File: config.mk
export PLATFORM = sky130hd
export DESIGN_NAME = mips_mult_div
export DESIGN_NICKNAME = d
export VERILOG_FILES = /design/src/rtl/mips_mult_div.sv
export SDC_FILE = /design/constraint.sdc
export NUM_CORES = 1
export LEC_CHECK = 0
export ABC_AREA = 1
export CAP_MARGIN = 20
export CORE_ASPECT_RATIO = 1.2
export CORE_MARGIN = 2
export CORE_UTILIZATION = 38
export DETAILED_ROUTE_END_ITERATION = 8
export DONT_BUFFER_PORTS = 1
export PLACE_DENSITY = 0.54
export SLEW_MARGIN = 40
export SYNTH_ARGS = -nofsm -noshare
export SYNTH_HDL_FRONTEND = slang
export SYNTH_SLANG_ARGS = --single-unit
File: constraint.sdc
create_clock -name clk -period 2.3 [get_ports clk]
set_input_delay 0.345 -clock clk [delete_from_list [all_inputs] [get_ports clk]]
set_output_delay 0.345 -clock clk [all_outputs]
set_load 0.02 [all_outputs]
File: src/rtl/mips_mult_div.sv
// rtl/mips_mult_div.sv - iterative MULT/MULTU/DIV/DIVU/MTHI/MTLO unit with HI/LO; optional MD_DIVZERO_FLAG_EN
module mips_mult_div #(
  parameter  int WIDTH = 32,
  localparam int CNT_W = $clog2(WIDTH) + 1
) (
  input  logic             clk,
  input  logic             reset_n,
  input  logic             start,
  input  logic [2:0]       md_op,
  input  logic [WIDTH-1:0] a,
  input  logic [WIDTH-1:0] b,
  input  logic             abort,
  output logic [WIDTH-1:0] hi,
  output logic [WIDTH-1:0] lo,
  output logic             busy,
  output logic             done
`ifdef MD_DIVZERO_FLAG_EN
  ,
  output logic             div_by_zero
`endif
);

  typedef enum logic [1:0] {IDLE, CALC, FIX} state_t;
  state_t state, state_next;

  // p holds {partial product, multiplier} or {partial remainder, dividend/quotient}
  logic [2*WIDTH-1:0] p;
  logic [WIDTH-1:0]   opnd;   // multiplicand or divisor magnitude
  logic [WIDTH-1:0]   a_raw;  // unmodified dividend, returned in HI on divide by zero
  logic [CNT_W-1:0]   cnt;
  logic               is_div, neg_q, neg_r, dz;

  logic               accept_md, accept_mv;
  logic               op_signed, a_neg, b_neg;
  logic [WIDTH-1:0]   abs_a, abs_b;
  logic [WIDTH:0]     add_sum, shifted, diff;
  logic [2*WIDTH-1:0] mul_step, div_step, prod_fix;
  logic [WIDTH-1:0]   quo_fix, rem_fix;

  // Request decode and operand magnitudes; abort always wins over a new request
  always_comb begin
    accept_md = (state == IDLE) && start && !abort && !md_op[2];
    accept_mv = (state == IDLE) && start && !abort && (md_op[2:1] == 2'b10);
    op_signed = !md_op[0];
    a_neg     = op_signed && a[WIDTH-1];
    b_neg     = op_signed && b[WIDTH-1];
    abs_a     = a_neg ? ('0 - a) : a;
    abs_b     = b_neg ? ('0 - b) : b;
  end

  // One radix-2 shift-add step and one restoring-divide step, plus the final sign fix.
  // most-negative / -1 needs no special case: the magnitude quotient 2^(WIDTH-1) with
  // no negation is exactly the most-negative pattern, and the remainder is zero.
  always_comb begin
    add_sum  = {1'b0, p[2*WIDTH-1:WIDTH]} + (p[0] ? {1'b0, opnd} : '0);
    mul_step = {add_sum, p[WIDTH-1:1]};
    shifted  = {p[2*WIDTH-1:WIDTH], p[WIDTH-1]};
    diff     = shifted - {1'b0, opnd};
    div_step = diff[WIDTH] ? {shifted[WIDTH-1:0], p[WIDTH-2:0], 1'b0}
                           : {diff[WIDTH-1:0],    p[WIDTH-2:0], 1'b1};
    prod_fix = neg_q ? ('0 - p) : p;
    quo_fix  = neg_q ? ('0 - p[WIDTH-1:0]) : p[WIDTH-1:0];
    rem_fix  = neg_r ? ('0 - p[2*WIDTH-1:WIDTH]) : p[2*WIDTH-1:WIDTH];
  end

  // FSM state register
  always_ff @(posedge clk or negedge reset_n) begin
    if (!reset_n) state <= IDLE;
    else          state <= state_next;
  end

  // FSM next state: WIDTH iterations in CALC, one sign-fix/write cycle in FIX
  always_comb begin
    state_next = state;
    if (abort) begin
      state_next = IDLE;
    end else begin
      case (state)
        IDLE:    if (accept_md) state_next = CALC;
        CALC:    if (cnt == CNT_W'(WIDTH - 1)) state_next = FIX;
        FIX:     state_next = IDLE;
        default: state_next = IDLE;
      endcase
    end
  end

  // Registered handshake outputs
  always_ff @(posedge clk or negedge reset_n) begin
    if (!reset_n) begin
      busy <= 1'b0;
      done <= 1'b0;
    end else begin
      busy <= (state_next != IDLE);
      done <= (state == FIX) && !abort;
    end
  end

  // Operand capture on acceptance and per-cycle iteration
  always_ff @(posedge clk or negedge reset_n) begin
    if (!reset_n) begin
      p      <= '0;
      opnd   <= '0;
      a_raw  <= '0;
      cnt    <= '0;
      is_div <= 1'b0;
      neg_q  <= 1'b0;
      neg_r  <= 1'b0;
      dz     <= 1'b0;
    end else if (accept_md) begin
      p      <= {{WIDTH{1'b0}}, (md_op[1] ? abs_a : abs_b)};
      opnd   <= md_op[1] ? abs_b : abs_a;
      a_raw  <= a;
      cnt    <= '0;
      is_div <= md_op[1];
      neg_q  <= a_neg ^ b_neg;
      neg_r  <= a_neg;
      dz     <= (b == '0);
    end else if (state == CALC) begin
      p   <= is_div ? div_step : mul_step;
      cnt <= cnt + CNT_W'(1);
    end
  end

  // Architectural HI/LO: moves from IDLE, results from an unaborted FIX
  always_ff @(posedge clk or negedge reset_n) begin
    if (!reset_n) begin
      hi <= '0;
      lo <= '0;
    end else if (accept_mv) begin
      if (md_op[0]) lo <= a;
      else          hi <= a;
    end else if ((state == FIX) && !abort) begin
      if (!is_div) begin
        {hi, lo} <= prod_fix;
      end else if (dz) begin
        hi <= a_raw;
        lo <= '1;
      end else begin
        hi <= rem_fix;
        lo <= quo_fix;
      end
    end
  end

`ifdef MD_DIVZERO_FLAG_EN
  // Divide-by-zero flag, held until the next accepted multiply/divide
  always_ff @(posedge clk or negedge reset_n) begin
    if (!reset_n)                                      div_by_zero <= 1'b0;
    else if (accept_md)                                div_by_zero <= 1'b0;
    else if ((state == FIX) && !abort && is_div && dz) div_by_zero <= 1'b1;
  end
`endif

endmodule

==> results.ini <==
[power_and_ir_drop]
p_seq_share_pct = 16.9
p_comb_share_pct = 72.1
powerDensity_nw_per_um2 = 1380
p_int_mw = 19.2
clkPwrFrac_pct = 11.0
switchingPower_mw = 19.6
total_power_mw = 38.8
ir_drop_uv = 773
p_leak_nw = 14.6
p_sw_share_pct = 50.4

[synthesis]
synth_most_common_cell = nand2_1
ys_seq_elements = 206
synth_top_area_cell = dfrtp_1
synth_edf_count = 0
synth_nets = 3719
netlist_instances = 3577
netlist_top_cells_count = 1180 x nand2_1, 484 x inv_1, 457 x nor2_1
seq_area_frac_synth_pct = 25.0
yosysWarningCount = 0
synth.top_cell.area_share_pct = 25.0
async_flop_share_pct = 100
ys_top_cells_by_area = dfrtp_1 25%, nand2_1 21%, inv_1 8.8%
synth_area_per_cell_um2 = 5.76
netlist_area_um2 = 20600
synth_cell_types = 57
synth_top_flop_cell = dfrtp_1

[clock_network]
clock-root-buffer = clkbuf_16
cts_hold_repair.buffers = 16
clock_latency_ps = 570
h-tree-depth = 1
cts.sinks = 206
path_clk_slew_ps = 70
clock_tree.buffer_depth = 3
numCtsBuffers = 24
cts_tree = yes

[floorplan]
coreArea_um2 = 53600
initial_core_util_pct = 38.4
die_w_um = 217
io_pins = 137
die_h_um = 259
rows = 93
die_area_um2 = 56100

[worst_setup_path]
crit_path_frequent_cell = nand2_2
cp_cell_sequence = ha_4, fa_2, nor2_2, o21ai_2, nand2_2, nand2_1, nand2_2, nand2_4, nand2_4, buf_6, nand2_8, nand2_8, buf_8, nand2_4, nand2_2, nand2_2, nand2_1, nand2_1
r2r_slack_ps = -200
worstSetupEndpointType = flip-flop
worst_ep_arrival_time_ps = 2930
crit_slowest_cell = dfrtp_2
critPathMaxStageDelay_ps = 440
crit_type = reg -> reg
cp_max_fo = 8
critical_path_required_ps = 2740
worst_setup_path_start_kind = flip-flop

[global_routing]
grt_use_total_pct = 35.8
grt_pass1_vias = 24100
grt_max_degree = 207
grt-ovfl-total = 0
antenna_found_initial = 3
grt_pass1_wl_um = 150000

[sta]
min_period_ps = 2500
hold_ws_ps = -487
setup_viol = 55
worst_pin_slew_ps = 1250
max_freq_mhz = 401
final_hold_viol_count = 206
setup_tns_ps = -5290
finalWorstSetupSlack_ps = -195
maxSlewViolCount = 0
rsz0062_at_grt = true
maxSlewHeadroom_pct = 17.0
fin_skew_ps = 29.9
post-route-period-util_pct = 108

[run]
cap_viol_max_count = 0

[layout]
finalCoreUtilization_pct = 52.4
area.growth.synth_to_final_pct = 36.4
fillers = 5553
layout-drive-gt1-share_pct = 24.9
nNetsFinal = 4172
final_cells = 4762
seqCellArea_um2 = 5170
final_area_um2 = 28100
multiInputGateArea_um2 = 14700

[place]
gp_congestion = 1.02
dp_cells = 4668
hpwl_um = 82100
portBuffers = 0
dpl_cell_area_um2 = 24900

[drt]
drt.antenna.violating_nets = 0
highest_layer = met5
dr.pass1.iters = 6
wl_met3_um = 5990
drt-vias-per-instance = 5.27
wl_met2_um = 47400
wl_um = 103000
post-route-drc-count = 0
vias = 25100
drtIter0Drc = 2296
wire_per_inst_um = 21.6
wl_met1_um = 40200

[outcome]
status = finished, violations left
violations = hold timing, setup timing

[min_path]
worstHoldPathType = in -> async

## state kept, by name, summed over array words and instances, names as in the netlist
register and flops:
p 64, state 2, a_raw 32, cnt 6, neg_r 1, dz 1, busy 1, lo 32
hi 32, is_div 1, done 1, neg_q 1, opnd 32
## what timing repair did
action / in CTS / in global routing
pin swaps: 33 / 96
setup endpoints to repair: 49 / 71
setup buffers: 12 / 15
gates cloned: 3 / 3
resized for setup: 172 / 296
endpoints found under the hold margin: 226 / 206
## worst max-delay path, delay by kind of cell (launching register included)
| kind | cells | cell delay [ps] |
|---|---|---|
| buffers and inverters | 2 | 250 |
| AOI/OAI and AO/OA | 1 | 80 |
| adders and majority gates | 2 | 590 |
| DFF | 1 | 440 |
| and+or+nand+nor | 13 | 980 |
## power groups by stage
stage / Combinational [mW] / Sequential, mW / Clock (mW)
CTS: 25.3 / 6.50 / 4.28
detailed placement: 23.2 / 6.45 / 0
finish: 28.0 / 6.57 / 4.26
global route: 30.4 / 6.66 / 4.43
floorplan: 12.5 / 6.18 / 0
global placement: 23.2 / 6.47 / 0
## layout make-up
| type | count | share of cell area (%) |
|---|---|---|
| Clock inverter | 11 | 0.583 |
| Sequential cell | 206 | 18.4 |
| Multi-Input combinational cell | 2738 | 52.4 |
| Tap cell | 712 | 3.17 |
| Antenna cell | 2 | 0.0178 |
| Timing Repair Buffer | 559 | 16.2 |
| Inverter | 501 | 6.73 |
| Clock buffer | 33 | 2.44 |
## layer usage
metal | vias up | global-route usage (%)
li1 | 12200 | -
met1 | 11600 | 43.0
met2 | 948 | 59.4
met3 | 266 | 3.85
met4 | 2 | 26.2
met5 | - | 0
## cells in the final DEF, fill, tap and decap left out, types with 10 or more instances in the layout
cell type         n
inv_2            49
a22oi_1          10
nand2_2         102
nor2_2           43
a21oi_2          38
o21ai_1          40
clkbuf_16        27
xor2_1           60
ha_1             24
xnor2_1          13
buf_6            15
buf_12           14
dlygate4sd3_1    16
o211ai_1         33
nand3_2          28
nor2_4           19
o21ai_2          15
nand2_1        1074
nor2_1          416
nand2_4          24
nand4_1          42
a21oi_1         155
ha_4             44
nand3_1         220
dfrtp_1         195
dfrtp_2          10
nor3_1           28
buf_4           508
inv_1           445
o21ai_0         211
## final timing paths
kind,startpoint,endpoint,cells after the start
min in group clk,md_op[1],p[6],3
worst min-delay path,reset_n,opnd[13],0
max in group asynchronous,reset_n,p[43],0
worst max register to register,opnd[0],p[62],18
worst min register to register,a_raw[23],a_raw[23],2
worst max-delay path,opnd[0],p[62],18
## cells by family after synthesis
| family | count (synthesis) | share of synthesized area (%) |
|---|---|---|
| AOI/OAI and AO/OA | 553 | 14.7 |
| xor gates and xnor gates | 75 | 3.19 |
| DFF | 206 | 25.0 |
| adders and majority gates | 71 | 4.38 |
| buffers and inverters | 634 | 12.1 |
| and+or+nand+nor | 2038 | 40.6 |
## stage by stage
step | setup WS, ps | hold WS, ps
after CTS | -123 | -498
after floorplan | 22.8 | 49.4
after global placement | -280 | 86.2
after detailed placement | -298 | 85.9
after global routing | -278 | -499
final | -195 | -487
No activity file was read; power rests on OpenSTA's default activity.
